===== config.mk =====
export PLATFORM = sky130hd
export DESIGN_NAME = uart_tx_fifo
export DESIGN_NICKNAME = d
export VERILOG_FILES = /design/src/rtl/uart_tx_fifo.sv
export SDC_FILE = /design/constraint.sdc
export NUM_CORES = 1
export LEC_CHECK = 0
export ABC_AREA = 1
export CORE_UTILIZATION = 60
export DETAILED_ROUTE_END_ITERATION = 8
export PLACE_DENSITY = 0.78
export SYNTH_ARGS = -nofsm -noshare
export SYNTH_HDL_FRONTEND = slang
export SYNTH_SLANG_ARGS = --single-unit

===== constraint.sdc =====
create_clock -name sysclk -period 2.7 [get_ports sysclk]
set_input_delay 0.27 -clock sysclk [delete_from_list [all_inputs] [get_ports sysclk]]
set_output_delay 0.27 -clock sysclk [all_outputs]
set_load 0.05 [all_outputs]

===== src/rtl/uart_tx_fifo.sv =====
// uart_tx_fifo: 8N1 UART transmitter fed by a small byte FIFO.
// The CPU side never stalls. A write to a full FIFO is discarded and latched
// into a sticky overflow flag. Frames leave back-to-back while bytes are queued.
//
//  state | meaning
//  IDLE  | line high, waiting for a queued byte
//  START | start bit (low) for DIV cycles
//  DATA  | eight data bits, LSB first, DIV cycles each
//  STOP  | stop bit (high) for DIV cycles, then next byte or IDLE
module uart_tx_fifo #(
  parameter int SYSCLK_FREQ = 27000000,
  parameter int BAUD_RATE   = 115200,
  parameter int FIFO_DEPTH  = 8
) (
  input  logic       sysclk,
  input  logic       reset,
  input  logic       wr_en,
  input  logic [7:0] wr_data,
  output logic       full,
  output logic       empty,
  output logic       busy,
  output logic       overflow,
  output logic       txp
);

  localparam int DIV = SYSCLK_FREQ / BAUD_RATE;
  localparam int CW  = $clog2(DIV);
  localparam int AW  = $clog2(FIFO_DEPTH);
  localparam logic [CW-1:0] CNT_LAST = CW'(DIV - 1);
  localparam logic [AW:0]   CNT_FULL = (AW + 1)'(FIFO_DEPTH);

  typedef enum logic [1:0] {IDLE, START, DATA, STOP} state_t;

  state_t          state, state_nxt;
  logic [7:0]      mem [FIFO_DEPTH];
  logic [AW-1:0]   wptr, rptr;
  logic [AW:0]     count;
  logic            push, pop, drop;
  logic [CW-1:0]   cnt, cnt_nxt;
  logic [2:0]      idx, idx_nxt;
  logic [7:0]      shreg, shreg_nxt;
  logic            txp_nxt;
  logic            bit_end;

  // Flags come only from registered count and state, never from wr_en.
  assign full    = (count == CNT_FULL);
  assign empty   = (count == '0);
  assign busy    = (state != IDLE) || !empty;
  assign push    = wr_en && !full;
  assign drop    = wr_en && full;
  assign bit_end = (cnt == CNT_LAST);

  // FIFO storage; data is captured only on the accepting edge.
  always_ff @(posedge sysclk) begin
    if (push) mem[wptr] <= wr_data;
  end

  // FIFO pointers and occupancy.
  always_ff @(posedge sysclk) begin
    if (reset) begin
      wptr  <= '0;
      rptr  <= '0;
      count <= '0;
    end else begin
      if (push) wptr <= wptr + AW'(1);
      if (pop)  rptr <= rptr + AW'(1);
      case ({push, pop})
        2'b10:   count <= count + (AW + 1)'(1);
        2'b01:   count <= count - (AW + 1)'(1);
        default: count <= count;
      endcase
    end
  end

  // Sticky record of any dropped write.
  always_ff @(posedge sysclk) begin
    if (reset)     overflow <= 1'b0;
    else if (drop) overflow <= 1'b1;
  end

  // Serialiser state register.
  always_ff @(posedge sysclk) begin
    if (reset) begin
      state <= IDLE;
      cnt   <= '0;
      idx   <= '0;
      shreg <= '0;
      txp   <= 1'b1;
    end else begin
      state <= state_nxt;
      cnt   <= cnt_nxt;
      idx   <= idx_nxt;
      shreg <= shreg_nxt;
      txp   <= txp_nxt;
    end
  end

  // Next-state, bit timing and FIFO pop decision.
  always_comb begin
    state_nxt = state;
    cnt_nxt   = cnt;
    idx_nxt   = idx;
    shreg_nxt = shreg;
    txp_nxt   = txp;
    pop       = 1'b0;
    case (state)
      IDLE: begin
        txp_nxt = 1'b1;
        if (!empty) begin
          pop       = 1'b1;
          shreg_nxt = mem[rptr];
          txp_nxt   = 1'b0;
          cnt_nxt   = '0;
          state_nxt = START;
        end
      end
      START: begin
        if (bit_end) begin
          cnt_nxt   = '0;
          idx_nxt   = '0;
          txp_nxt   = shreg[0];
          state_nxt = DATA;
        end else begin
          cnt_nxt = cnt + CW'(1);
        end
      end
      DATA: begin
        if (bit_end) begin
          cnt_nxt = '0;
          if (idx == 3'd7) begin
            txp_nxt   = 1'b1;
            state_nxt = STOP;
          end else begin
            idx_nxt   = idx + 3'd1;
            shreg_nxt = {1'b0, shreg[7:1]};
            txp_nxt   = shreg[1];
          end
        end else begin
          cnt_nxt = cnt + CW'(1);
        end
      end
      STOP: begin
        if (bit_end) begin
          cnt_nxt = '0;
          if (!empty) begin
            // Chain straight into the next start bit, no idle gap.
            pop       = 1'b1;
            shreg_nxt = mem[rptr];
            txp_nxt   = 1'b0;
            state_nxt = START;
          end else begin
            txp_nxt   = 1'b1;
            state_nxt = IDLE;
          end
        end else begin
          cnt_nxt = cnt + CW'(1);
        end
      end
      default: begin
        txp_nxt   = 1'b1;
        state_nxt = IDLE;
      end
    endcase
  end

endmodule


After elaboration in Yosys (flattened, before gate mapping)
Memories as Yosys holds them, arrays and structs flattened. A register that Yosys moved wholly into a read port is not among the register bits.
Cells that the tools add are included.
W data, S select, Z words.
{"block": "word_totals", "reg_bits": 33, "latchBits": 0, "mem_bits_rw": 64, "rom_bits": 0, "out_inout_bits": 5, "elab_cells": 79, "n_memories": 1}
{"block": "op_classes", "addsub": 6, "n_mul": 0, "div": 0, "n_lt_le_gt_ge": 0, "eq_ne": 14, "shift": 0, "n_mux": 33, "n_bitwise": 0, "n_reduce_logical": 16}
{"memory": "mem", "words": 8, "width": 8, "read_ports": 1, "rd_clocked_by_memory_dff": 1, "wr": 1, "line": "35", "source": "logic [7:0] mem [FIFO_DEPTH];"}
{"cell": "$mux W8", "count": 6}
{"cell": "$pmux W8 S3", "count": 1}
{"cell": "$pmux W8 S2", "count": 1}
{"cell": "$mux W3", "count": 5}
{"cell": "$ne A2 B2 Y1 const B", "count": 6}
{"cell": "$mux W1", "count": 10}
{"cell": "$mux W2", "count": 5}
{"cell": "$add A3 B1 Y3 const B", "count": 3}
{"cell": "$add A8 B1 Y8 const B", "count": 1}
{"cell": "$eq A8 B8 Y1 const B", "count": 1}
{"cell": "$pmux W2 S4", "count": 1}
{"cell": "$pmux W4 S2", "count": 1}
{"cell": "$reduce_and A4 Y1", "count": 2}
{"cell": "$eq A2 B2 Y1 const B", "count": 3}
{"cell": "$pmux W3 S2", "count": 1}
{"cell": "$reduce_bool A2 Y1", "count": 3}
{"cell": "$reduce_and A5 Y1", "count": 1}
{"cell": "$add A4 B1 Y4 const B", "count": 1}
{"cell": "$eq A2 B1 Y1 const B", "count": 2}
{"cell": "$eq A4 B4 Y1 const B", "count": 1}
{"cell": "$logic_not A4 Y1", "count": 1}
{"cell": "$pmux W1 S4", "count": 1}
{"cell": "$sub A4 B1 Y4 const B", "count": 1}
{"cell": "$eq A3 B3 Y1 const B", "count": 1}
{"cell": "8 further kinds", "count": 10}

Logic depth before layout (Yosys ltp)
Gate-level depths: netlist (run 1).
{"block": "logic_depth", "word_depth": 6, "mapped_depth": 14, "mapped_depth_nobuf": 14}

Least setup slack after synthesis (run 1)
Ideal clock, no wire load.
{"block": "synth_timing", "path_type": "reg2reg", "from": "register state[0]", "to": "register count[2]", "setup_time_ns": 0.120, "arrival_ns": 1.952, "required_time_ns": 2.580, "slack_ns": 0.628, "path_stages_with_launch": 14, "path_buffers": 0, "period_less_slack_ns": 2.072, "cell_sequence": "dfxtp_1 inv_1 ha_1 inv_1 nand2_1 inv_1 nand2_1 inv_2 ha_1 xor2_1 ha_1 a21oi_1 xor2_1 a21oi_1"}
{"block": "synth_via", "elab_chain_cells": 4, "word_cells_on_any_way": 7}
{"item": "start: declaration", "line": "34", "source": "state_t state, state_nxt;"}
{"item": "start signal: assignment", "line": "90", "source": "state <= state_nxt;"}
{"item": "$eq A2 B2 Y1 or $logic_not A2 Y1 (tied branches)", "line": "106", "source": "case (state)"}
{"item": "$pmux W1 S2 *", "line": "106"}
{"item": "net pop", "line": "38", "source": "logic push, pop, drop;"}
{"item": "$eq A2 B1 Y1 or $eq A2 B2 Y1 (tied branches)", "line": "67", "source": "case ({push, pop})"}
{"item": "$pmux W4 S2 or $reduce_bool A2 Y1 (tied branches)"}
{"item": "end signal: assignment", "line": "68", "source": "2'b10: count <= count + (AW + 1)'(1);"}
{"item": "end signal: assignment", "line": "69", "source": "2'b01: count <= count - (AW + 1)'(1);"}
{"item": "end signal: assignment", "line": "70", "source": "default: count <= count;"}
{"item": "end: declaration", "line": "37", "source": "logic [AW:0] count;"}
Mark *: on every way through the listed nets, which the timed path passes. The rest lies on a longest branch.
A chain may end at the register's enable or synchronous reset.

Final worst setup path (run 1)
{"block": "layout_timing", "from": "register state[0]", "to": "output busy"}
{"block": "layout_via", "elab_chain_cells": 2}
{"item": "$reduce_bool A2 Y1", "line": "48", "source": "assign busy = (state != IDLE) || !empty;"}
{"item": "$logic_or A1 B1 Y1", "line": "48"}
{"item": "end: declaration", "line": "21", "source": "output logic busy,"}
Every way passes these cells.

==> results.py, run 1 <==
metrics = {
    "run_status": {
        "outcome": "finished clean",
    },
    "finish": {
        "n_antenna_cell": 0,
        "mostFrequentLayoutCell": "nand2_1",
        "fin_area_mm2": 0.00500,
        "most-common-layout-cells": "nand2_1 (145), edfxtp_1 (64), nand3_1 (56)",
        "final_layout_size_suffix_gt1_frac": 0.0970,
        "synthToLayoutAreaGrowth_pct": 11.2,
        "finalNetCount": 525,
        "finalNonFillerCells": 604,
    },
    "power": {
        "p_total_w": 0.00470,
        "p_seq_frac": 0.409,
        "clkPwrFrac": 0.222,
        "p_comb_frac": 0.369,
        "power.switching_w": 0.00181,
        "peakVddDrop_uv": 530,
        "cellLeakagePower_nw": 2.01,
        "p_int_w": 0.00290,
        "power_switching_share": 0.384,
        "powerDensity_mw_per_mm2": 942,
    },
    "clocking": {
        "post_cts_buffers": 0,
        "cts_resized": 0,
        "cts_sinks": 100,
        "clk_pin_slew_ns": 0.10,
        "cts_tree": "built",
        "cts_root_buf": "clkbuf_8",
        "cts_max_path_buffers": 2,
        "cts.htree.levels": 3,
        "worstSkewPairLatency_ns": 0.36,
        "numCtsBuffers": 9,
        "cts_hold_buf": 0,
    },
    "worst_hold_path": {
        "hold_start": "txp$_SDFFE_PP1P_",
        "whs_path_depth": 2,
        "hold_class": "reg -> reg",
        "worstHoldEndpoint": "txp$_SDFFE_PP1P_",
    },
    "worst_setup_path": {
        "crit_type": "reg -> out",
        "worstPathArrival_ns": 2.14,
        "crit_chain": "inv_1 > ha_1 > nand2_2 > clkdlybuf4s50_1",
        "r2r_end": "count[2]$_SDFFE_PP0P_",
        "path_max_fanout": 9,
        "startpoint_type": "flop",
        "cpMaxStageDelayCell": "clkdlybuf4s50_1",
        "reg2reg_from": "state[0]$_SDFFE_PP0P_",
        "reg2reg_depth": 13,
        "timing.reg2reg.setup_slack_ns": 0.33,
        "required_ns": 2.43,
        "cp_slowest_stage_delay_ns": 0.83,
        "cp-end-kind": "primary output",
    },
    "timing": {
        "fin_crit_sh": 0.894,
        "skew_ns": 0.00694,
        "drv_slew": 0,
        "min_period_ns": 2.41,
        "slew_headroom": 0.623,
        "worst_slack_ns": 0.285,
        "setup_violations": 0,
        "worst_pin_slew_ns": 0.564,
        "hold_viol": 0,
        "fmax_ghz": 0.414,
        "grt_setup_unrepaired": "no",
        "fin_tns_setup_ns": 0,
    },
    "synthesis": {
        "ys_warn_count": 0,
        "synth-edff-count": 64,
        "syn-num-nets": 503,
        "syn_area_mm2": 0.00449,
        "synthArstFlopShare": 0,
        "synthCells": 478,
        "synth-seq-cells": 100,
        "synth_top_area_cell": "edfxtp_1",
        "ys_types": 32,
        "synth.area.top_cells": "edfxtp_1 (43%), dfxtp_1 (16%), nand2_1 (12%)",
        "avgSynthCellArea_um2": 9.40,
        "yosysSeqAreaShare": 0.588,
        "synth_top_area_frac": 0.428,
        "ys.flop_type": "edfxtp_1",
    },
    "drt": {
        "vias": 3359,
        "first_pass_iters": 5,
        "post_drt_wl_per_cell_um": 14.8,
        "wirelength_um": 8940,
        "drtAntennaViolNets": 0,
        "drtIter0Drc": 228,
        "via_per_inst": 5.56,
        "drc": 0,
    },
    "global_routing": {
        "overflow": 0,
        "grt_pass1_vias": 3017,
        "track_usage": 0.247,
        "grt_start_max_net_pins": 33,
        "grt_pass1_wl_um": 14200,
        "antenna_found_initial": 0,
    },
    "floorplan": {
        "die_h_um": 88.5,
        "ioPinCount": 16,
        "start_util": 0.620,
        "chipWidth_um": 88.5,
        "die_area_mm2": 0.00784,
        "coreArea_mm2": 0.00725,
        "core.rowCount": 31,
    },
    "run": {
        "drv_cap": 0,
    },
    "place": {
        "portBuffers": 15,
        "dpl-instance-area_mm2": 0.00477,
        "pre_cts_ws_ns": 0.420,
        "gp_congestion": 0.787,
        "dpl.hpwl_um": 5730,
        "dp_cells": 588,
    },
}
## cell usage after synthesis (all sizes together) (4+ instances only)
cell / n
nand2: 151
edfxtp: 64
nand3: 57
inv: 38
dfxtp: 36
a21oi: 33
nor2: 31
o21ai: 18
ha: 14
buf: 13
nor3: 5
xor2: 4
## power groups by stage
| stage | Combinational (W) | Sequential, W | Clock [W] |
|---|---|---|---|
| 2_1_floorplan | 0.00132 | 0.00194 | 0 |
| 3_3_place_gp | 0.00166 | 0.00195 | 0 |
| 3_5_place_dp | 0.00172 | 0.00196 | 0 |
| 4_1_cts | 0.00174 | 0.00192 | 0.00106 |
| 5_1_grt | 0.00196 | 0.00195 | 0.00112 |
| 6_report | 0.00174 | 0.00192 | 0.00105 |
## worst max-delay path by stage
stage / from / end / slack (ns) / cells past startpoint
final: state[0]$_SDFFE_PP0P_ / busy / 0.29 / 4
after global routing: state[0]$_SDFFE_PP0P_ / count[2]$_SDFFE_PP0P_ / 0.16 / 13
after detailed placement: state[0]$_SDFFE_PP0P_ / count[1]$_SDFFE_PP0P_ / 0.42 / 12
after global placement: state[0]$_SDFFE_PP0P_ / count[1]$_SDFFE_PP0P_ / 0.54 / 12
after CTS: state[0]$_SDFFE_PP0P_ / busy / 0.29 / 4
after floorplan: state[0]$_SDFFE_PP0P_ / count[2]$_SDFFE_PP0P_ / 0.63 / 13
## worst max-delay path, delay by kind of cell, from the launching register on
kind                       cells  cell delay (ns)
DFF                            1             0.41
and+or+nand+nor                1             0.18
adders and majority gates      1             0.25
buffers and inverters          2             0.95
## metrics by stage
step           utilization  hold WS, ns
2_1_floorplan            -        0.369
3_3_place_gp         0.658        0.442
3_5_place_dp         0.658        0.445
4_1_cts              0.689        0.461
5_1_grt              0.689        0.497
6_report             0.689        0.458
## layer usage
layer  track usage  vias to the layer above  wire [µm]
met1         0.331                     1575       3930
met3        0.0625                       20        541
met5             0                        -          0
met2         0.387                      114       4300
li1              -                     1650          -
met4        0.0982                        0        172
## layout make-up
class | instances | area (µm²)
sequential | 100 | 2640
fill | 582 | 2260
multi-input combinational | 324 | 1620
timing repair buffer | 27 | 240
inverter | 38 | 143
clock buffer | 9 | 124
tap | 99 | 124
clock inverter | 7 | 98.8
## state kept, by name, summed over array words and instances (netlist names), named ones only
signal    cells
mem          64
cnt           8
shreg         8
count         4
idx           3
rptr          3
wptr          3
state         2
overflow      1
txp           1
## cell families (layout without fill, tap and decap cells)
group,Yosys count,in the layout,synth area share
fa+ha+maj,14,14,0.0390
flops,100,100,0.588
simple gates,249,249,0.247
xor+xnor,5,5,0.00974
buf+inv,54,81,0.0507
compound gates,56,56,0.0654
Power figures use the tool's default switching activity.
==> run 2: changes to the inputs <==
--- a/config.mk
+++ b/config.mk
@@ -9,6 +9,7 @@
 export CORE_UTILIZATION = 60
 export DETAILED_ROUTE_END_ITERATION = 8
 export PLACE_DENSITY = 0.78
+export REMOVE_ABC_BUFFERS = 1
 export SYNTH_ARGS = -nofsm -noshare
 export SYNTH_HDL_FRONTEND = slang
 export SYNTH_SLANG_ARGS = --single-unit
==> constraint.sdc (replaced) <==
create_clock -name sysclk -period 2.7 [get_ports sysclk]
set_input_delay 0.675 -clock sysclk [delete_from_list [all_inputs] [get_ports sysclk]]
set_output_delay 0.675 -clock sysclk [all_outputs]
set_load 0.05 [all_outputs]
==> run 2 against run 1 <==
  * Cell count did not move
  * Non-clock buffer count did not move
  * Die area is the same
==> results.py, run 2 (synthesized netlist as in run 1, its figures left out) <==
metrics = {
    "run_status": {
        "outcome": "finished clean",
    },
    "timing": {
        "slew_headroom": 0.599,
        "worst_pin_slew_ns": 0.600,
        "drv_slew": 0,
        "grt_setup_unrepaired": "no",
        "setup_violations": 0,
        "skew_ns": 0.0109,
        "fmax_ghz": 0.407,
        "fin_tns_setup_ns": 0,
        "min_period_ns": 2.46,
        "fin_crit_sh": 0.911,
        "hold_viol": 0,
    },
    "clocking": {
        "cts.htree.levels": 3,
        "cts_root_buf": "clkbuf_8",
        "clk_pin_slew_ns": 0.09,
        "worstSkewPairLatency_ns": 0.36,
        "cts_resized": 0,
        "post_cts_buffers": 0,
        "cts_sinks": 100,
        "cts_max_path_buffers": 2,
        "cts_tree": "built",
        "numCtsBuffers": 9,
        "cts_hold_buf": 0,
    },
    "drt": {
        "vias": 3302,
        "wirelength_um": 8840,
        "post_drt_wl_per_cell_um": 14.6,
        "drc": 0,
        "via_per_inst": 5.47,
        "first_pass_iters": 5,
        "drtAntennaViolNets": 0,
        "drtIter0Drc": 196,
    },
    "worst_hold_path": {
        "worstHoldEndpoint": "txp$_SDFFE_PP1P_",
        "hold_start": "txp$_SDFFE_PP1P_",
        "whs_path_depth": 2,
        "hold_class": "reg -> reg",
    },
    "floorplan": {
        "die_area_mm2": 0.00784,
        "coreArea_mm2": 0.00725,
        "start_util": 0.620,
        "die_h_um": 88.5,
        "ioPinCount": 16,
        "core.rowCount": 31,
        "chipWidth_um": 88.5,
    },
    "global_routing": {
        "antenna_found_initial": 0,
        "grt_start_max_net_pins": 33,
        "overflow": 0,
        "grt_pass1_vias": 3125,
        "track_usage": 0.247,
        "grt_pass1_wl_um": 14300,
    },
    "place": {
        "dpl-instance-area_mm2": 0.00477,
        "portBuffers": 15,
        "dp_cells": 588,
        "dpl.hpwl_um": 5750,
        "gp_congestion": 0.796,
    },
    "finish": {
        "finalNetCount": 525,
        "finalNonFillerCells": 604,
        "fillers": 581,
        "mostFrequentLayoutCell": "nand2_1",
        "largest_register": "mem",
        "n_antenna_cell": 0,
        "largest_reg_flops": 64,
        "final_layout_size_suffix_gt1_frac": 0.0950,
        "synthToLayoutAreaGrowth_pct": 11.1,
        "most-common-layout-cells": "nand2_1 (145), edfxtp_1 (64), nand3_1 (56)",
        "fin_area_mm2": 0.00499,
        "top_regs": "mem x64, cnt x8, shreg x8",
    },
    "power": {
        "peakVddDrop_uv": 477,
        "cellLeakagePower_nw": 2.04,
        "powerDensity_mw_per_mm2": 936,
    },
    "worst_setup_path": {
        "worstPathArrival_ns": 2.70,
        "crit_type": "reg -> reg",
        "timing.reg2reg.setup_slack_ns": 0.24,
        "path_max_fanout": 7,
        "reg2reg_depth": 13,
        "crit_cells": 13,
        "cp-end-kind": "flop",
        "startpoint_type": "flop",
        "reg2reg_from": "state[0]$_SDFFE_PP0P_",
        "cp_slowest_stage_delay_ns": 0.41,
        "crit_buf_inv": 4,
        "path_delay_family": "adder cells",
        "required_ns": 2.94,
        "crit_chain": "inv_1 > ha_1 > inv_1 > nand2_1 > inv_1 > nand2_1 > inv_2 > ha_1 > xor2_1 > ha_1 > a21oi_1 > xor2_1 > a21oi_1",
        "r2r_end": "count[2]$_SDFFE_PP0P_",
        "cpMaxStageDelayCell": "dfxtp_1",
    },
    "run": {
        "drv_cap": 0,
    },
}
-- run 2: per-stage QoR --
step | setup WS (ns) | utilization | hold WS (ns) | power, W
final | 0.241 | 0.688 | 0.458 | 0.00467
after detailed placement | 0.174 | 0.658 | 0.445 | 0.00367
after floorplan | 0.628 | - | 0.435 | 0.00320
after CTS | 0.0706 | 0.688 | 0.460 | 0.00469
after global placement | 0.309 | 0.658 | 0.441 | 0.00359
after global routing | 0.0548 | 0.688 | 0.500 | 0.00500
-- run 2: tightest hold or removal path: cells and delay by family, from the launching register on --
kind	cells	cell delay [ns]
compound gates	1	0.05
buf+inv	1	0.05
flops	1	0.32
-- run 2: area by class of cell --
class                      count  area (µm²)  share of cell area
timing repair buffer          27         243              0.0486
clock inverter                 6        88.8              0.0178
tap                           99         124              0.0248
inverter                      38         143              0.0286
multi-input combinational    324        1620               0.325
clock buffer                  10         128              0.0256
sequential                   100        2640               0.529
-- run 2: power breakdown --
| group | total [W] | switching [W] | internal, W | leakage (nW) |
|---|---|---|---|---|
| clock | 0.00102 | 0.000502 | 0.000523 | 0.104 |
| combinational | 0.00172 | 0.00116 | 0.000561 | 1.06 |
| sequential | 0.00193 | 0.000126 | 0.00180 | 0.876 |
| total | 0.00467 | 0.00179 | 0.00289 | 2.04 |
-- run 2: worst max path at each step --
stage | from | end | slack [ns]
2_1_floorplan | state[0]$_SDFFE_PP0P_ | count[2]$_SDFFE_PP0P_ | 0.63
3_3_place_gp | wr_en | count[2]$_SDFFE_PP0P_ | 0.31
3_5_place_dp | wr_en | count[2]$_SDFFE_PP0P_ | 0.17
4_1_cts | count[1]$_SDFFE_PP0P_ | empty | 0.07
5_1_grt | state[0]$_SDFFE_PP0P_ | count[2]$_SDFFE_PP0P_ | 0.05
6_report | state[0]$_SDFFE_PP0P_ | count[2]$_SDFFE_PP0P_ | 0.24
-- run 2: per-layer routing --
layer  GRT usage  vias up  routed length (µm)
li1            -     1643                   -
met1       0.330     1539                3720
met2       0.411      107                4320
met3      0.0308       13                 648
met4       0.104        0                 149
met5           0        -                   0
==> run 3: changes to the inputs <==
--- a/config.mk
+++ b/config.mk
@@ -10,6 +10,8 @@
 export DETAILED_ROUTE_END_ITERATION = 8
 export PLACE_DENSITY = 0.78
 export REMOVE_ABC_BUFFERS = 1
+export SKIP_CTS_REPAIR_TIMING = 1
+export SLEW_MARGIN = 40
 export SYNTH_ARGS = -nofsm -noshare
 export SYNTH_HDL_FRONTEND = slang
 export SYNTH_SLANG_ARGS = --single-unit
==> results of run 3 <==
The final DEF is identical to that of run 2; final timing and power are the same.
